$ cat config.mk
export PLATFORM = sky130hd
export DESIGN_NAME = jt51_exp_arb
export DESIGN_NICKNAME = d
export VERILOG_FILES = /design/src/rtl/jt51_exp_arb.sv
export SDC_FILE = /design/constraint.sdc
export NUM_CORES = 1
export LEC_CHECK = 0
export CORE_ASPECT_RATIO = 0.8
export CORE_MARGIN = 2
export CORE_UTILIZATION = 45
export DETAILED_ROUTE_END_ITERATION = 8
export DONT_BUFFER_PORTS = 1
export PLACE_DENSITY_LB_ADDON = 0.3
export REMOVE_ABC_BUFFERS = 1
export SETUP_SLACK_MARGIN = 0.05
export SLEW_MARGIN = 10
export SYNTH_ARGS = -nofsm -noshare
export SYNTH_HDL_FRONTEND = slang
export SYNTH_SLANG_ARGS = --single-unit
$ cat constraint.sdc
create_clock -name clk -period 2.8 [get_ports clk]
set_clock_uncertainty 0.15 [all_clocks]
set_input_delay 0.42 -clock clk [delete_from_list [all_inputs] [get_ports clk]]
set_output_delay 0.42 -clock clk [all_outputs]
set_load 0.01 [all_outputs]
$ cat src/rtl/jt51_exp_arb.sv
// Two-port arbiter in front of the shared 32x45 exponent ROM.
// Port 0 streams at full rate; port 1 is single-outstanding and protected by a starvation counter.
module jt51_exp_arb #(
  parameter int AW         = 5,
  parameter int DW         = 45,
  parameter int STARVE_MAX = 7
) (
  input  logic          clk,
  input  logic          rst_n,
  input  logic          cen,
  input  logic          req0_valid,
  input  logic [AW-1:0] req0_addr,
  output logic          req0_ready,
  input  logic          req1_valid,
  input  logic [AW-1:0] req1_addr,
  output logic          req1_ready,
  output logic [AW-1:0] rom_addr,
  output logic          rom_cen,
  input  logic [DW-1:0] rom_exp,
  output logic          rsp0_valid,
  output logic [DW-1:0] rsp0_exp,
  output logic          rsp1_valid,
  output logic [DW-1:0] rsp1_exp,
  input  logic          rsp1_ready
);

  localparam int SW = (STARVE_MAX < 1) ? 1 : $clog2(STARVE_MAX + 1);
  localparam logic [SW-1:0] SMAX = SW'(STARVE_MAX);

  // bit 0 = address stage, bit 1 = ROM data stage
  logic [1:0]    vld_pipe;
  logic [1:0]    tag_pipe;
  logic          p1_busy;
  logic [SW-1:0] starve_cnt;

  logic p1_eligible, force1, grant0, grant1;

  assign p1_eligible = req1_valid & ~p1_busy;
  assign force1      = p1_eligible & (starve_cnt == SMAX);
  assign req0_ready  = ~force1;
  assign req1_ready  = ~p1_busy & (force1 | ~req0_valid);
  assign grant0      = req0_valid & req0_ready;
  assign grant1      = ~grant0 & req1_valid & req1_ready;

  assign rom_cen    = cen;
  assign rsp0_valid = vld_pipe[1] & ~tag_pipe[1];
  assign rsp0_exp   = rom_exp;

  always_ff @(posedge clk or negedge rst_n) begin
    if (!rst_n) begin
      rom_addr   <= '0;
      vld_pipe   <= '0;
      tag_pipe   <= '0;
      rsp1_valid <= 1'b0;
      rsp1_exp   <= '0;
      p1_busy    <= 1'b0;
      starve_cnt <= '0;
    end else if (cen) begin
      if (grant0)      rom_addr <= req0_addr;
      else if (grant1) rom_addr <= req1_addr;
      vld_pipe <= {vld_pipe[0], grant0 | grant1};
      tag_pipe <= {tag_pipe[0], grant1};

      if (vld_pipe[1] && tag_pipe[1]) begin
        rsp1_valid <= 1'b1;
        rsp1_exp   <= rom_exp;
      end else if (rsp1_ready) begin
        rsp1_valid <= 1'b0;
      end

      // busy drops only on the response handshake; ready above uses the old value
      if (grant1)                       p1_busy <= 1'b1;
      else if (rsp1_valid && rsp1_ready) p1_busy <= 1'b0;

      if (grant1 || !p1_eligible)          starve_cnt <= '0;
      else if (grant0 && starve_cnt != SMAX) starve_cnt <= starve_cnt + 1'b1;
    end
  end

endmodule

======== After elaboration in Yosys (flattened, before gate mapping) ========
Cells that the tools add are included.
cells by class
  mux-type cells .......................... 8
  reduce and logical (&&, ||, !) cells .... 14
  add/subtract/negate cells ............... 1
  equality and inequality tests ........... 2
  bitwise gates (word level) .............. 14
operators with widths
  kind                                         number
  2-to-1 mux 5 bit                             2
  AND reduction 2 bit                          5
  nonzero test 2 bit                           4
  AND 1 bit                                    7
  2-to-1 mux 3 bit                             2
  inverter 1 bit                               5
  2-to-1 mux 1 bit                             4
  adder 3 x 1 -> 3 bit, second input constant  1
  == test 3 bit, second input constant         1
  logical AND 1 bit                            3
  != test 3 bit, second input constant         1
  bitwise OR 1 bit                             2
  zero test 1 bit                              1
  logical OR 1 bit                             1
storage, ports and cells
  input bits .............................. 61
  logic and storage cells ................. 46
  output and inout port bits .............. 100
  register bits ........................... 59

======== Logic depth before layout (Yosys ltp) ========
Gate-level depths: netlist of run 1.
  depth after elaboration ................. 11
  mapped depth ............................ 7
  mapped depth without buffers ............ 6

======== Worst setup path after synthesis of run 1 ========
OpenSTA, ideal clock, no wires.
  kind .................................... reg2out
  start point ............................. register starve_cnt[0]
  end point ............................... output req1_ready
  arrival time ............................ 1.256 ns
  setup slack ............................. 0.974 ns
  cell stages (with the launch flop) ...... 7
  path buffers ............................ 1
  required time ........................... 2.230 ns
  cells stage by stage .................... dfrtp_1 > ha_1 > ha_1 > and3b_1 > buf_2 > inv_2 > a21oi_1
on the way
  cells in the longest elaborated chain, start to end .. 4
RTL lines
  element                   RTL line  source
  start: declaration        34        logic [SW-1:0] starve_cnt;
  start signal: assignment  76        else if (grant0 && starve_cnt != SMAX) starve_cnt <= starve_cnt + 1'b1;
  == test 3 bit             39        assign force1 = p1_eligible & (starve_cnt == SMAX);
  AND 1 bit                 39
  bitwise OR 1 bit          41        assign req1_ready = ~p1_busy & (force1 | ~req0_valid);
  AND 1 bit                 41
  end: declaration          16        output logic req1_ready,
Every way passes these cells.

======== Worst setup path in the final report of run 1 ========
Same ends and word-level chain as after synthesis.

==> results.py, run 1 <==
metrics = {
    "run_status": {
        "status": "completed",
    },
    "detailed_routing": {
        "ant_nets": 0,
        "route.met3.wl_um": 437,
        "met1_length_mm": 1.974,
        "vias": 1382,
        "wirelength_mm": 4.978,
        "dr.pass1.iters": 4,
        "route.met2.wl_mm": 2.469,
        "drt_iter0_drc": 47,
        "route.top_layer_used": "met4",
        "drc": 0,
        "wire_per_inst_um": 18.86,
        "post_drt_via_cell_ratio": 5.235,
    },
    "synthesis": {
        "ys_async_sr_fraction_pct": 100.0,
        "synthTopCellsByCount": "dfrtp_1, buf_4, mux2_4",
        "synth_edf_count": 0,
        "synth_seq_cells": 59,
        "netlist_area_um2": 2923,
        "netlist_top_cells_area": "dfrtp_1, mux2_4, buf_4",
        "seq_area_frac_synth_pct": 50.51,
        "synthCells": 216,
        "synth.top_cell.area_share_pct": 50.51,
        "synth_top_area_cell": "dfrtp_1",
        "synthFlopType": "dfrtp_1",
        "yosysMostFrequentCell": "dfrtp_1",
        "synth.distinct_cells": 26,
        "synth_warnings": 0,
        "syn_area_per_cell_um2": 13.53,
    },
    "power_and_ir_drop": {
        "pwr-share-comb_pct": 18.0,
        "swShare_pct": 28.65,
        "powerDensity_nw_per_um2": 1042,
        "pwr-share-seq_pct": 53.4,
        "switching_power_uw": 861.7,
        "p_clk_share_pct": 28.6,
        "ir_drop_mv": 0.5008,
        "p_leak_uw": 0.001471,
        "p_int_uw": 2146,
    },
    "worst_setup_path": {
        "r2r-start": "tag_pipe[1]$_DFFE_PN0P_",
        "path_class": "flop to output port",
        "crit_fanout": 9,
        "reg2reg_depth": 3,
        "startpoint_type": "flop",
        "cp.required_ns": 2.23,
        "ff2ff_setup_slack_ns": 0.96,
        "r2r_end": "rsp1_exp[42]$_DFFE_PN0P_",
        "end_kind": "output port",
        "cp.arrival_ns": 1.70,
    },
    "clock_tree": {
        "cts_buffers": 9,
        "cts_root_buffer": "clkbuf_8",
        "cts_resized": 0,
        "cts_max_level": 3,
        "cts.clk_slew.worst_paths_ns": 0.06,
        "clk_latency_ns": 0.33,
        "tritoncts": "built",
        "clockBufferDepth": 2,
        "postCtsSetupRepairBufs": 0,
        "clock_sinks": 59,
    },
    "timing": {
        "finalSetupTns_ns": 0,
        "tightest_slew_ns": 0.5565,
        "setup_ws_ns": 0.5348,
        "fin_crit_sh_pct": 80.90,
        "finalSetupViolCount": 0,
        "rsz0062_at_grt": "false",
        "hold_viol_final": 0,
        "fmax_ghz": 0.4415,
        "drv_slew": 0,
        "period_minus_slack_ns": 2.265,
        "maxSlewHeadroom_pct": 62.90,
    },
    "place": {
        "pre_cts_ws_ns": 0.8847,
        "gp_congestion": 0.8323,
        "portBuffers": 0,
        "hpwl_mm": 3.513,
    },
    "min_path": {
        "holdPathStages": 1,
        "worstHoldPathType": "input pin to flop",
        "min_to": "starve_cnt[0]$_DFFE_PN0P_",
        "min_from": "cen",
    },
    "die": {
        "die_w_um": 94.11,
        "die_y_um": 76.09,
        "placementRows": 26,
        "die-area_um2": 7160,
        "start_util_pct": 46.07,
        "core_area_um2": 6344,
        "io-pin-count": 161,
    },
    "global_route": {
        "grt_pass1_vias": 1549,
        "track_usage_pct": 14.47,
        "grt_max_degree": 60,
        "antenna_found_initial": 0,
        "globalRouteOverflowTotal": 0,
        "grt_pass1_wl_mm": 7.900,
    },
    "final_layout": {
        "n_antenna_cell": 0,
        "area_growth_pct": -1.241,
        "nFillCells": 559,
        "final_core_util_pct": 45.50,
        "drive_above_1_share_pct": 38.89,
        "nNetsFinal": 238,
    },
    "job": {
        "maxCapViolCount": 0,
    },
}
==> layout make-up <==
| type | instances | area, um^2 | area share [%] |
|---|---|---|---|
| flip-flops and latches | 59 | 1476 | 51.15 |
| multi-input cells | 90 | 984.7 | 34.11 |
| clock buffers | 11 | 151.4 | 5.245 |
| well taps | 84 | 105.1 | 3.641 |
| clock inverters | 5 | 75.07 | 2.601 |
| repair buffers | 4 | 52.55 | 1.821 |
| inverters | 11 | 41.29 | 1.430 |
==> cell families after synthesis <==
| logic type | synth area share [%] |
|---|---|
| flops | 50.51 |
| fa+ha+maj | 0.8560 |
| compound gates | 6.122 |
| buf+inv | 15.80 |
| mux | 23.46 |
| simple gates | 3.254 |
==> sequential cells by signal (all words and copies together), names as in the netlist <==
name,cells
p1_busy,1
rom_addr,5
rsp1_exp,45
rsp1_valid,1
starve_cnt,3
tag_pipe,2
vld_pipe,2
==> worst max-delay path, stage by stage (launching register included) <==
cell,delay (ns)
dfrtp_1,0.37
ha_1,0.16
ha_1,0.15
and3b_1,0.28
inv_2,0.14
a21oi_1,0.27
==> per-stage QoR <==
stage	instance area [um^2]	instances	power (uW)	hold WS, ns
floorplan	2502	160	2012	-0.02559
global placement	2623	246	2113	-0.02445
detailed placement	2623	246	2146	-0.02480
CTS	2887	264	3054	0.02143
global route	2887	264	3168	0.02012
finish	2887	264	3007	0.04382
==> placed cells by master (no fill, tap or decap) <==
| master | Yosys | routed |
|---|---|---|
| dfrtp_1 | 59 | 59 |
| mux2_4 | 39 | 39 |
| nand2_1 | 11 | 11 |
| clkbuf_8 | 0 | 11 |
| inv_1 | 10 | 10 |
| mux2_2 | 8 | 8 |
| a21boi_0 | 5 | 5 |
| o221ai_1 | 5 | 5 |
| a2bb2oi_1 | 5 | 5 |
| nor2b_1 | 3 | 3 |
| clkinv_2 | 0 | 3 |
| a21oi_1 | 2 | 2 |
| o22ai_1 | 2 | 2 |
| ha_1 | 2 | 2 |
| bufinv_16 | 0 | 2 |
| buf_4 | 47 | 2 |
| and3b_1 | 1 | 1 |
| inv_2 | 1 | 1 |
| nand3_4 | 1 | 1 |
| o21ai_2 | 1 | 1 |
| o21ai_0 | 1 | 1 |
| a31o_2 | 1 | 1 |
| nand4b_1 | 1 | 1 |
| mux2i_1 | 1 | 1 |
| o22a_1 | 1 | 1 |
| buf_16 | 0 | 1 |
| dlygate4sd3_1 | 0 | 1 |
==> metal layers <==
layer	vias up	global-route usage [%]
met2	100	22.86
met1	665	16.32
met3	11	7.319
met5	-	0
li1	606	-
met4	0	6.522
==> how the worst max path moves through the flow <==
stage	from	to	slack (ns)	cells after the start
floorplan	starve_cnt[0]$_DFFE_PN0P_	req1_ready	1.02	5
global placement	starve_cnt[0]$_DFFE_PN0P_	req1_ready	0.94	5
detailed placement	starve_cnt[0]$_DFFE_PN0P_	req1_ready	0.88	5
CTS	starve_cnt[0]$_DFFE_PN0P_	req1_ready	0.51	5
global route	starve_cnt[0]$_DFFE_PN0P_	req1_ready	0.41	5
finish	starve_cnt[0]$_DFFE_PN0P_	req1_ready	0.53	5
==> what timing repair did <==
action | CTS | global route
endpoints found under the setup margin | 0 | 0
hold buffers | 2 | 0
hold endpoints to repair | 59 | 0
==> power by group through the flow <==
stage | Sequential, uW | Clock, uW | Combinational, uW
finish | 1600 | 861 | 542
global route | 1650 | 935 | 587
CTS | 1610 | 890 | 552
detailed placement | 1620 | 0 | 529
global placement | 1610 | 0 | 499
floorplan | 1540 | 0 | 476
Note: power is estimated with default switching activity, not from simulation.
==> inputs of run 2 (changes only) <==
clock period = 1.9 ns   (was 2.8 ns; I/O delays follow)
==> run 2 against run 1 <==
Compared with the run above: final area up 17%; critical path depth unchanged; critical endpoint unchanged; largest cell class unchanged; clock power up 28%; largest power group unchanged; sequential share of layout area down 7.4 points; highest routed layer unchanged; total power up 46%.
==> results.py, run 2 (synthesis results as in run 1) <==
metrics = {
    "run_status": {
        "status": "completed",
    },
    "worst_setup_path": {
        "crit_fanout": 5,
        "cp.required_ns": 1.46,
        "r2r_end": "rom_addr[3]$_DFFE_PN0P_",
        "ff2ff_setup_slack_ns": 0.11,
        "reg2reg_depth": 6,
        "cp.arrival_ns": 1.45,
        "end_kind": "output port",
        "path_class": "flop to output port",
        "startpoint_type": "flop",
        "r2r-start": "starve_cnt[0]$_DFFE_PN0P_",
    },
    "timing": {
        "tightest_slew_ns": 0.5792,
        "period_minus_slack_ns": 1.887,
        "hold_viol_final": 0,
        "maxSlewHeadroom_pct": 61.31,
        "finalSetupViolCount": 0,
        "fin_crit_sh_pct": 99.34,
        "drv_slew": 0,
        "finalSetupTns_ns": 0,
        "fmax_ghz": 0.5298,
        "rsz0062_at_grt": "true",
    },
    "place": {
        "dp.cells": 246,
        "portBuffers": 0,
        "gp_congestion": 0.7974,
        "hpwl_mm": 3.578,
    },
    "final_layout": {
        "top_regs": "rsp1_exp: 45 flops, rom_addr: 5 flops, starve_cnt: 3 flops",
        "nNetsFinal": 288,
        "final_core_util_pct": 53.23,
        "nFillCells": 531,
        "fin_cells": 314,
        "regArea_um2": 1476,
        "final_cell_mix": "dfrtp_1, dlygate4sd3_1, mux2_4",
        "n_antenna_cell": 0,
        "largest_reg_flops": 45,
        "drive_above_1_share_pct": 33.48,
        "top_register": "rsp1_exp",
        "multi_input_area_um2": 1002,
        "area_growth_pct": 15.54,
        "layout_commonest_cell": "dfrtp_1",
    },
    "clock_tree": {
        "clock_sinks": 59,
        "clk_latency_ns": 0.32,
        "clockBufferDepth": 2,
        "cts_buffers": 9,
        "cts_root_buffer": "clkbuf_8",
        "tritoncts": "built",
        "cts.clk_slew.worst_paths_ns": 0.06,
        "cts_max_level": 3,
    },
    "detailed_routing": {
        "ant_nets": 0,
        "wirelength_mm": 5.663,
        "drt_iter0_drc": 42,
        "drc": 0,
        "vias": 1609,
        "wire_per_inst_um": 18.04,
        "post_drt_via_cell_ratio": 5.124,
        "dr.pass1.iters": 5,
    },
    "die": {
        "start_util_pct": 46.07,
        "die_y_um": 76.09,
        "die_w_um": 94.11,
        "die-area_um2": 7160,
        "io-pin-count": 161,
        "core_area_um2": 6344,
        "placementRows": 26,
    },
    "global_route": {
        "grt_pass1_wl_mm": 9.052,
        "track_usage_pct": 16.35,
        "grt_util_met3_pct": 6.034,
        "met1_usage_pct": 17.56,
        "antenna_found_initial": 0,
        "grt-busiest-layer": "met2",
        "globalRouteOverflowTotal": 0,
        "grt_max_degree": 60,
        "met2_usage_pct": 28.50,
        "grt_pass1_vias": 1832,
    },
    "power_and_ir_drop": {
        "powerDensity_nw_per_um2": 1296,
        "ir_drop_mv": 0.5874,
        "p_leak_uw": 0.001662,
    },
    "min_path": {
        "holdPathStages": 3,
        "worstHoldPathType": "input pin to flop",
        "min_from": "cen",
        "min_to": "rsp1_valid$_DFFE_PN0P_",
    },
    "job": {
        "maxCapViolCount": 0,
    },
}
==> run 2: cell type report <==
cell class | count | area share [%]
Clock buffer | 11 | 4.187
Clock inverter | 5 | 1.556
Inverter | 11 | 1.297
Multi-Input combinational cell | 90 | 29.68
Sequential cell | 59 | 43.72
Tap cell | 84 | 3.112
Timing Repair Buffer | 53 | 16.23
Timing Repair inverter | 1 | 0.2223
==> run 2: worst max path at each step <==
stage	start	to	cells after the start
4_1_cts	starve_cnt[1]$_DFFE_PN0P_	req1_ready	5
3_3_place_gp	starve_cnt[0]$_DFFE_PN0P_	req1_ready	5
2_1_floorplan	tag_pipe[1]$_DFFE_PN0P_	rsp1_exp[0]$_DFFE_PN0P_	2
6_report	starve_cnt[0]$_DFFE_PN0P_	req1_ready	5
5_1_grt	starve_cnt[1]$_DFFE_PN0P_	req1_ready	5
3_5_place_dp	starve_cnt[0]$_DFFE_PN0P_	rom_addr[3]$_DFFE_PN0P_	6
==> run 2: per-layer routing <==
layer	vias up	routed length [um]
met2	106	3062
met1	789	2091
met3	13	399
li1	701	-
met5	-	0
met4	0	110
==> run 2: stage by stage <==
stage	hold slack [ns]	setup slack, ns	cell area [um^2]	power (uW)
after floorplan	-0.1606	0.2239	2502	2965
after global placement	-0.1595	0.1834	2635	3111
after detailed placement	-0.1595	0.07079	2635	3172
after CTS	0.009806	-0.01762	3369	4432
after global routing	0.01190	-0.03592	3377	4620
final	0.02096	0.01262	3377	4378
==> run 2: repair_timing <==
item	4_1_cts	5_1_grt
pin swaps	3	2
cloned	1	0
buffers inserted	2	1
hold buffers	48	0
endpoints found under the hold margin	112	0
endpoints found under the setup margin	3	6
resized for setup	6	3
==> run 2: critical path, stage by stage, from the launching register on <==
cell and delay [ns]:
dfrtp_1 0.36, ha_2 0.18, ha_2 0.16, and3b_2 0.22
inv_4 0.07, a21oi_4 0.14
==> run 2: where the power goes <==
| part | internal [uW] | switching [uW] |
|---|---|---|
| logic | 669 | 230 |
| clock network | 634 | 467 |
| registers | 1760 | 619 |
